<file path="src/rtl/log_pkg.sv">
// Shared types and constants for the log RAM read path.
package log_pkg;

  localparam int FIFO_DEPTH = 4;
  localparam int OCC_W = $clog2(FIFO_DEPTH + 1);

  typedef enum logic [1:0] {
    IDLE,
    RUN,
    FLUSH
  } state_t;

endpackage

</file>
<file path="src/rtl/log_rd_fifo.sv">
// Small synchronous output buffer between the log RAM and the stream.
module log_rd_fifo
  import log_pkg::*;
#(
  parameter int DATA_W = 10
) (
  input  logic              clk,
  input  logic              rst,
  input  logic              push,
  input  logic [DATA_W-1:0] wdata,
  input  logic              pop,
  output logic [DATA_W-1:0] head,
  output logic [OCC_W-1:0]  occ
);

  localparam int PTR_W = $clog2(FIFO_DEPTH);

  logic [DATA_W-1:0] mem [FIFO_DEPTH];
  logic [PTR_W-1:0]  wptr;
  logic [PTR_W-1:0]  rptr;
  logic              do_pop;

  assign do_pop = pop && (occ != '0);
  assign head   = mem[rptr];

  always_ff @(posedge clk or posedge rst) begin
    if (rst) begin
      wptr <= '0;
      rptr <= '0;
      occ  <= '0;
      for (int i = 0; i < FIFO_DEPTH; i++)
        mem[i] <= '0;
    end else begin
      if (push) begin
        mem[wptr] <= wdata;
        wptr      <= wptr + 1'b1;
      end
      if (do_pop)
        rptr <= rptr + 1'b1;
      occ <= occ + OCC_W'(push) - OCC_W'(do_pop);
    end
  end

endmodule

</file>
<file path="src/rtl/log_ram_reader.sv">
// Drains a circular log RAM into a valid/ready stream.
// Define LOGRD_LEVEL_EN to add the registered fill-level output.
module log_ram_reader
  import log_pkg::*;
#(
  parameter int ADDR_W = 10,
  parameter int DATA_W = 10
) (
  input  logic              clk_out,
  input  logic              rst,
  input  logic [ADDR_W-1:0] wr_ptr,
  input  logic              start,
  input  logic              stop,
  output logic [ADDR_W-1:0] raddr,
  output logic              rden,
  input  logic [DATA_W-1:0] rdata,
  output logic [DATA_W-1:0] m_data,
  output logic              m_valid,
  input  logic              m_ready,
  output logic [ADDR_W-1:0] rd_ptr,
  output logic              busy
`ifdef LOGRD_LEVEL_EN
  ,
  output logic [ADDR_W:0]   level
`endif
);

  state_t            state;
  state_t            next;
  logic              issue;
  logic              inflight;
  logic [OCC_W-1:0]  occ;
  logic [OCC_W:0]    pending;
  logic [ADDR_W-1:0] avail;
  logic [DATA_W-1:0] head;

  assign avail   = wr_ptr - rd_ptr;
  assign pending = {1'b0, occ} + (OCC_W + 1)'(inflight);

  always_ff @(posedge clk_out or posedge rst) begin
    if (rst)
      state <= IDLE;
    else
      state <= next;
  end

  always_comb begin
    next  = state;
    issue = 1'b0;
    unique case (state)
      IDLE:
        if (start && !stop)
          next = RUN;
      RUN: begin
        issue = (avail != '0) &&
                (pending < (OCC_W + 1)'(FIFO_DEPTH));
        if (stop)
          next = FLUSH;
      end
      FLUSH:
        if (!inflight && occ == '0)
          next = IDLE;
      default:
        next = IDLE;
    endcase
  end

  assign rden  = issue;
  assign raddr = issue ? rd_ptr : '0;
  assign busy  = (state != IDLE);

  // RAM data lands one cycle after rden, so inflight is at most one read.
  always_ff @(posedge clk_out or posedge rst) begin
    if (rst) begin
      rd_ptr   <= '0;
      inflight <= 1'b0;
    end else begin
      inflight <= issue;
      if (issue)
        rd_ptr <= rd_ptr + 1'b1;
    end
  end

  log_rd_fifo #(
    .DATA_W (DATA_W)
  ) u_fifo (
    .clk   (clk_out),
    .rst   (rst),
    .push  (inflight),
    .wdata (rdata),
    .pop   (m_valid && m_ready),
    .head  (head),
    .occ   (occ)
  );

  assign m_valid = (occ != '0);
  assign m_data  = m_valid ? head : '0;

`ifdef LOGRD_LEVEL_EN
  always_ff @(posedge clk_out or posedge rst) begin
    if (rst)
      level <= '0;
    else
      level <= {1'b0, avail} +
               (ADDR_W + 1)'(inflight) +
               (ADDR_W + 1)'(occ);
  end
`endif

endmodule

</file>
<file path="config.mk">
export PLATFORM = sky130hd
export DESIGN_NAME = log_ram_reader
export DESIGN_NICKNAME = d
export VERILOG_FILES = /design/src/rtl/log_pkg.sv /design/src/rtl/log_rd_fifo.sv /design/src/rtl/log_ram_reader.sv
export SDC_FILE = /design/constraint.sdc
export NUM_CORES = 1
export LEC_CHECK = 0
export ABC_AREA = 0
export CORE_UTILIZATION = 53
export DETAILED_ROUTE_END_ITERATION = 8
export PLACE_DENSITY_LB_ADDON = 0.25
export SYNTH_ARGS = -nofsm -noshare
export SYNTH_HDL_FRONTEND = slang
export SYNTH_SLANG_ARGS = --single-unit
</file>
<file path="constraint.sdc">
create_clock -name clk_out -period 3.6 [get_ports clk_out]
set_input_delay 0.72 -clock clk_out [delete_from_list [all_inputs] [get_ports clk_out]]
set_output_delay 0.72 -clock clk_out [all_outputs]
set_load 0.1 [all_outputs]
</file>
=== Yosys cells after proc, flatten, opt, wreduce, memory -nomap -nowiden ===
Index checks and enable logic that the tools add are counted.

* Latch bits: 0
* Register bits: 60
* RAM bits: 0
* Word-level logic and storage cells: 55
* Memories kept: 0
* ROM bits: 0
* Bits of input ports: 25

* Multiplexer cells: 13
* Bitwise operators: 2
* Divide/modulo/power cells: 0
* Equality and inequality tests: 5
* Reductions and logical operators: 14
* $mul: 0
* Shifts and indexed selects: 0
* $add $sub $neg: 7
* Magnitude comparators: 4

{| class="wikitable"
|+ Operators with widths
! operator !! count
|-
| $mux 10 || 5
|-
| $bwmux 40 || 1
|-
| $bmux 10 s2 || 1
|-
| $demux 10 s2 || 1
|-
| $add 10x1->10 const B || 1
|-
| $reduce_bool 10->1 || 1
|-
| $sub 10x10->10 || 1
|-
| $ge 3x3->1 const B || 2
|-
| $logic_and 1x1->1 || 6
|-
| $mux 2 || 3
|-
| $ne 2x2->1 const B || 3
|-
| $not 2->3 || 2
|-
| $pmux 2 s3 || 1
|-
| $add 2x1->2 const B || 2
|-
| $add 3x1->4 || 1
|-
| $lt 4x3->1 const B || 1
|-
| $add 3x1->3 || 1
|-
| $logic_not 3->1 || 1
|-
| $lt 3x1->1 const B || 1
|-
| $reduce_and 3->1 || 1
|-
| $reduce_bool 3->1 || 1
|-
| $sub 3x1->3 || 1
|-
| $eq 2x1->1 const B || 1
|-
| $eq 2x2->1 const B || 1
|-
| other kinds (4) || 5
|}

=== Logic depth before layout (Yosys ltp) ===
Gate-level depths: netlist of the first run.

* Word-level depth: 6
* Mapped depth: 11

=== By module ===
From an unflattened synthesis of the first run, not the netlist that was laid out.

* Cells, all modules: 263
* Area, all modules: 3296.9 um2

{| class="wikitable"
|+ Modules (own cells, without submodules)
! module !! area each (um2) !! instances !! cells an instance
|-
| log_rd_fifo || 2109.5 || 1 || 127
|-
| log_ram_reader || 1187.4 || 1 || 136
|}

=== Least setup slack after synthesis of the first run ===
OpenSTA, ideal clock, no wires.

* Path type: flip-flop to output port
* Start: register rd_ptr[1]
* End: output port raddr[1]
* Cell stages (with the launch flop): 11
* Path buffers: 2
* Setup slack: -1.866 ns
* Required time: 2.880 ns
* Data arrival time: 4.746 ns
* Cells stage by stage: dfrtp_1 -> inv_1 -> ha_1 -> nor2b_4 -> o2111ai_1 -> nand3_1 -> and3_1 -> o2111a_1 -> buf_6 -> buf_6 -> nor3_1

* Cells in the longest elaborated chain, start to end: 5

{| class="wikitable"
|+ Ends and longest elaborated chain
! item !! RTL line !! RTL
|-
| start: declaration || log_ram_reader.sv:20 || <nowiki>output logic [ADDR_W-1:0] rd_ptr,</nowiki>
|-
| start signal: assignment || log_ram_reader.sv:80 || <nowiki>rd_ptr <= rd_ptr + 1'b1;</nowiki>
|-
| $sub 10x10->10 || log_ram_reader.sv:37 || <nowiki>assign avail = wr_ptr - rd_ptr;</nowiki>
|-
| $reduce_bool 10->1 || log_ram_reader.sv:55 || <nowiki>issue = (avail != '0) &&</nowiki>
|-
| $logic_and 1x1->1 || log_ram_reader.sv:55 ||
|-
| $mux 1 || log_ram_reader.sv:50 || <nowiki>unique case (state)</nowiki>
|-
| $mux 10 * || log_ram_reader.sv:69 || <nowiki>assign raddr = issue ? rd_ptr : '0;</nowiki>
|-
| end: declaration || log_ram_reader.sv:14 || <nowiki>output logic [ADDR_W-1:0] raddr,</nowiki>
|}

Every way passes the cells marked *; elsewhere a longest branch is shown, timed or not.

=== Worst setup path after layout of the first run ===
* Start: input port wr_ptr[1]
* End: output port raddr[6]

* Cells in the longest elaborated chain, start to end: 5

{| class="wikitable"
|+ Ends and longest elaborated chain
! item !! RTL line !! RTL
|-
| start: declaration || log_ram_reader.sv:11 || <nowiki>input logic [ADDR_W-1:0] wr_ptr,</nowiki>
|-
| $sub 10x10->10 || log_ram_reader.sv:37 ||
|-
| $reduce_bool 10->1 || log_ram_reader.sv:55 ||
|-
| $logic_and 1x1->1 || log_ram_reader.sv:55 ||
|-
| $mux 1 || log_ram_reader.sv:50 ||
|-
| $mux 10 || log_ram_reader.sv:69 ||
|}

No other way between the ends.

==> flow_summary.yaml, run 1 <==
status:
  status: "finished, final reports clean"
route:
  wirelength_um: 8010
  dr.first_iter.drc_count: 156
  avgViaCountPerCell: 5.75
  drt_pre_antenna_iters: 4
  dr_total_vias: 2565
  ant_nets: 0
  wire_per_inst_um: 18.0
  drc: 0
synthesis:
  syn_avg_cell_area_um2: 12.1
  synth_edf_count: 0
  synth_seq_cells: 60
  synthArstFlopShare_pct: 100
  synth_top_area_share_pct: 44.3
  syn-cell-area_um2: 3390
  synthFlopType: "dfrtp_1"
  synth.area.top_cells: "dfrtp_1, mux2_2, mux4_2, ha_1, xnor2_1"
  synth_area_leader_cell: "dfrtp_1"
  ys_types: 49
  synth.most_common_cell: "dfrtp_1"
  netlist_top_cells_count: "dfrtp_1, mux2_2, inv_1"
  synthesis.instances: 280
  yosysWarnings: 0
  yosysSeqAreaShare_pct: 44.3
  synthesis.nets: 323
clock_network:
  clk_latency_ns: 0.33
  cts_hold_buf: 0
  cts.sink_count: 60
  cts-root-buf: "clkbuf_8"
  clk_pin_slew_ns: 0.07
  cts_buffers: 9
  htreeDepth: 3
  cts.path.max_buffers: 2
  cts_tree: "built"
floorplan:
  die_w_um: 81.9
  ioPinCount: 58
  coreArea_um2: 6030
  die_height_um: 81.9
  dieArea_um2: 6710
  rows: 28
  initial_core_util_pct: 56.2
job:
  drv_cap: 0
sta:
  hold_violations: 0
  slew_headroom_pct: 32.3
  period_needed_ns: 3.56
  hold_ws_ns: 0.494
  setup_viol: 0
  finalWorstSetupSlack_ns: 0.0417
  fmax_ghz: 0.281
  maxSlewViolCount: 0
  setup_tns_ns: 0
  worst_slew_pin_slew_ns: 1.01
  min_period_over_period_pct: 98.8
  grt_setup_unrepaired: "yes"
  fin_skew_ns: 0.00883
critical_path:
  slowest_stage: "a2111oi_2"
  max_stage_delay_ns: 0.37
  arrival_ns: 2.84
  crit_type: "in -> out"
  cp.buffers_inverters: 3
  critPathMaxFanout: 5
  crit_chain: "buf_2 -> ha_4 -> nor2b_4 -> o21a_1 -> or3_1 -> a2111oi_2 -> o2111a_2 -> buf_6 -> nor3_4 -> buf_12"
  endpoint_kind: "output port"
  crit_family: "compound AO/OA/AOI/OAI gates"
  startpoint_type: "input pin"
  cp_data_required_time_ns: 2.88
global_route:
  antenna_found_initial: 0
  grt_pass1_wl_um: 12800
  grt_pass1_vias: 2648
  grt_max_degree: 29
  gr-total-overflow: 0
  track_usage_pct: 26.3
cells_and_area:
  n_antenna_cell: 0
  finish.net_count: 409
  drive_above_1_share_pct: 46.6
  areaGrowthSynthToFinish_pct: 40.0
  final_core_util_pct: 78.7
place:
  gp_congestion: 0.902
  port_buffers: 57
  pre_cts_ws_ns: -0.384
  dp_hpwl_um: 5540
hold_path:
  hp-class: "reg -> reg"
-- path summary, 6_finish.rpt --
check	from	endpoint	slack [ns]	depth (start not counted)
setup reg to reg	rd_ptr[1]	rd_ptr[9]	0.80	11
hold / removal	state[1]	state[0]	0.49	1
setup / recovery	wr_ptr[1]	raddr[6]	0.04	10
hold reg to reg	state[1]	state[0]	0.49	1
min in group asynchronous	rst	u_fifo.rptr[0]	0.62	2
max in group asynchronous	rst	rd_ptr[3]	2.32	3
-- placed cells by master, fill, tap and decap left out, types with 2 or more instances in the layout --
cell / synthesis / final
a211oi_1: 2 / 2
a21o_1: 2 / 2
a21oi_1: 6 / 5
a21oi_4: 0 / 2
and2_1: 13 / 11
and2_4: 0 / 2
and3_1: 3 / 2
and3b_1: 2 / 2
buf_12: 0 / 11
buf_4: 0 / 35
clkbuf_8: 0 / 11
clkdlybuf4s50_1: 0 / 26
clkinv_2: 0 / 2
dfrtp_1: 60 / 51
dfrtp_2: 0 / 9
dlygate4sd2_1: 0 / 7
ha_1: 17 / 8
ha_4: 0 / 8
inv_1: 19 / 11
inv_2: 0 / 7
mux2_2: 40 / 40
mux4_2: 10 / 10
nand2_1: 14 / 14
nand2b_1: 3 / 3
nand3_1: 5 / 4
nand4_1: 3 / 3
nor2_1: 7 / 7
nor3_1: 13 / 4
nor3_2: 2 / 3
nor3_4: 0 / 8
nor3b_1: 2 / 2
nor4_2: 3 / 3
o21a_1: 2 / 2
o21ai_0: 3 / 3
o21ai_2: 1 / 2
or2_2: 2 / 2
or3_1: 2 / 2
xnor2_1: 11 / 11
xor2_1: 6 / 6
-- per-stage QoR --
stage | instance area (µm²) | std cells
2_1_floorplan | 3580 | 280
3_3_place_gp | 4430 | 424
3_5_place_dp | 4430 | 424
4_1_cts | 4730 | 445
5_1_grt | 4740 | 446
6_report | 4740 | 446
-- repair_timing --
item                       CTS  global route
buffers inserted             5             1
resized for setup           24             3
pin swaps                   11             9
hold endpoints to repair     0             0
setup endpoints to repair   11            11
cloned                       0             0
-- cell families (layout without fill, tap and decap cells) --
family                     Yosys count  count (layout)  share of synthesized area [%]
buffers and inverters               26             117                           3.33
muxes                               52              52                           20.7
xor gates and xnor gates            17              17                           4.40
AOI/OAI and AO/OA                   28              28                           6.25
DFF                                 60              60                           44.3
and+or+nand+nor                     79              79                           14.1
adders and majority gates           18              18                           6.87
-- layer usage --
layer | routed length, µm | global-route usage, % | vias up
met5 | 0 | 0 | -
met4 | 143 | 10.4 | 0
met3 | 412 | 5.44 | 16
met2 | 4070 | 43.9 | 89
met1 | 3390 | 33.2 | 1282
li1 | - | - | 1178
-- layout make-up --
cell class / count / area, µm²
Clock buffer: 12 / 155
Fill cell: 366 / 1280
Tap cell: 75 / 93.8
Timing Repair Buffer: 82 / 826
Clock inverter: 4 / 47.5
Multi-Input combinational cell: 194 / 2030
Sequential cell: 60 / 1510
Inverter: 19 / 73.8
-- flip-flops by register name, summed over array words and instances, names as in the netlist --
| register | flops |
|---|---|
| u_fifo.mem | 40 |
| rd_ptr | 10 |
| u_fifo.occ | 3 |
| state | 2 |
| u_fifo.rptr | 2 |
| u_fifo.wptr | 2 |
| inflight | 1 |
Power of run 1 is not shown: default switching activity piles up to over one toggle a cycle in this logic, so the estimate is an artifact.
==> run 2, diff against run 1 <==
--- a/config.mk
+++ b/config.mk
@@ -8,6 +8,7 @@
 export ABC_AREA = 0
 export CORE_UTILIZATION = 53
 export DETAILED_ROUTE_END_ITERATION = 8
+export GPL_ROUTABILITY_DRIVEN = 1
 export PLACE_DENSITY_LB_ADDON = 0.25
 export SYNTH_ARGS = -nofsm -noshare
 export SYNTH_HDL_FRONTEND = slang
==> results of run 2 <==
The final DEF is identical to that of run 1; final timing and power are the same.
Power of run 2 is left out for the same reason.
==> run 3, diff against run 2 <==
--- a/config.mk
+++ b/config.mk
@@ -6,6 +6,7 @@
 export NUM_CORES = 1
 export LEC_CHECK = 0
 export ABC_AREA = 0
+export CAP_MARGIN = 0
 export CORE_UTILIZATION = 53
 export DETAILED_ROUTE_END_ITERATION = 8
 export GPL_ROUTABILITY_DRIVEN = 1
==> constraint.sdc (replaced) <==
create_clock -name clk_out -period 3.3 [get_ports clk_out]
set_input_delay 0.66 -clock clk_out [delete_from_list [all_inputs] [get_ports clk_out]]
set_output_delay 0.66 -clock clk_out [all_outputs]
set_load 0.1 [all_outputs]
==> run 3 against run 2 <==
The run now ends with setup timing left; hold slack worse by 0.0038 ns; critical path depth unchanged; worst setup slack worse by 0.20 ns; via count grew 0.55%; sequential cell count unchanged; clock skew decreased by 0.0013 ns; utilization is 0.21 points higher; non-clock buffer count increased by 1; clock-buffer cell count stayed put; design area up 0.26%; critical path type is now reg -> out.
==> flow_summary.yaml, run 3 (same netlist as run 1, synthesis figures left out) <==
status:
  status: "finished with violations"
  violations: "setup timing"
cells_and_area:
  finish.net_count: 410
  fill_cells: 381
  top_regs: "u_fifo.mem: 40 flops, rd_ptr: 10 flops, u_fifo.occ: 3 flops"
  final_common_cell: "dfrtp_1"
  areaGrowthSynthToFinish_pct: 40.4
  final_core_util_pct: 78.9
  multi_input_area_um2: 2050
  layout_common_cells: "dfrtp_1, buf_4, mux2_2"
  drive_above_1_share_pct: 49.5
  top_register: "u_fifo.mem"
  n_antenna_cell: 0
  regArea_um2: 1510
  postLayoutCellArea_um2: 4750
  largest_register_ffs: 40
floorplan:
  die_w_um: 81.9
  coreArea_um2: 6030
  die_height_um: 81.9
  initial_core_util_pct: 56.2
  ioPinCount: 58
  dieArea_um2: 6710
  rows: 28
clock_network:
  htreeDepth: 3
  cts.sink_count: 60
  clk_pin_slew_ns: 0.06
  cts-root-buf: "clkbuf_8"
  clk_latency_ns: 0.33
  cts.path.max_buffers: 2
  cts_hold_buf: 0
  cts_buffers: 9
  cts_tree: "built"
sta:
  maxSlewViolCount: 0
  min_period_over_period_pct: 105
  fin_skew_ns: 0.00752
  hold_ws_ns: 0.490
  period_needed_ns: 3.45
  setup_tns_ns: -1.51
  fmax_ghz: 0.289
  slew_headroom_pct: 27.1
  setup_viol: 11
  hold_violations: 0
  finalWorstSetupSlack_ns: -0.155
  worst_slew_pin_slew_ns: 1.09
  grt_setup_unrepaired: "yes"
critical_path:
  crit_family: "compound AO/OA/AOI/OAI gates"
  startpoint_type: "flop"
  slowest_stage: "dfrtp_2"
  rr_startpoint: "rd_ptr[1]"
  crit_type: "reg -> out"
  cp-startpoint: "rd_ptr[1]"
  arrival_ns: 2.79
  cp.buffers_inverters: 3
  cp_data_required_time_ns: 2.64
  crit_chain: "inv_4 -> ha_4 -> nor2b_4 -> o21a_1 -> or3_4 -> a2111oi_4 -> o2111a_2 -> buf_6 -> nor3_4 -> buf_12"
  max_stage_delay_ns: 0.42
  critPathMaxFanout: 5
  endpoint_kind: "output port"
route:
  avgViaCountPerCell: 5.77
  wirelength_um: 8060
  dr_total_vias: 2579
  drt_pre_antenna_iters: 4
  drc: 0
  wire_per_inst_um: 18.0
  dr.first_iter.drc_count: 120
  ant_nets: 0
hold_path:
  hp-class: "reg -> reg"
  min-delay-start: "state[1]"
place:
  gp_congestion: 0.894
  postPlaceCellArea_um2: 4450
  dp_hpwl_um: 5350
  port_buffers: 57
global_route:
  grt_pass1_wl_um: 12700
  grt_max_degree: 61
  gr-total-overflow: 0
  antenna_found_initial: 0
  grt_pass1_vias: 2577
  track_usage_pct: 25.9
job:
  drv_cap: 0
==> run 3: cell types whose count changed in the layout (fill, tap and decap cells not counted), sizes merged <==
cell,before,now
clkbuf,13,12
clkinvlp,1,0
buf,48,59
clkdlybuf4s50,26,16
clkinv,2,3
clkdlybuf4s15,0,1
==> run 3: layer usage <==
layer | track usage [%] | up-vias | share of wire [%]
met3 | 5.22 | 16 | 5.2
li1 | - | 1192 | -
met4 | 8.95 | 0 | 1.7
met5 | 0 | - | 0
met1 | 34.6 | 1281 | 44
met2 | 42.0 | 90 | 50
==> run 3: per-stage QoR <==
step | setup slack (ns) | cells
2_1_floorplan | -0.515 | 280
3_3_place_gp | -0.539 | 428
3_5_place_dp | -0.555 | 428
4_1_cts | -0.181 | 446
5_1_grt | -0.234 | 447
6_report | -0.155 | 447
==> run 3: cell type report <==
cell class | instances | share of cell area, %
clock buffer | 12 | 3.05
tap | 75 | 1.97
sequential | 60 | 31.8
inverter | 19 | 1.55
clock inverter | 4 | 1.03
multi-input combinational | 194 | 43.1
timing repair buffer | 83 | 17.5
==> run 3: path summary, 6_finish.rpt <==
kind / to / slack [ns] / cells past startpoint
max: raddr[5] / -0.15 / 10
min: state[0] / 0.49 / 1
max reg2reg: rd_ptr[3] / 0.54 / 11
min reg2reg: state[0] / 0.49 / 1
max in group asynchronous: rd_ptr[3] / 2.32 / 3
min in group asynchronous: u_fifo.mem[29] / 0.71 / 3
==> run 3: repair_timing <==
item,4_1_cts,5_1_grt
resized for setup,27,2
setup buffers,2,1
endpoints found under the hold margin,0,0
pin swaps,14,9
setup endpoints to repair,11,11
Power of run 3 is left out for the same reason.
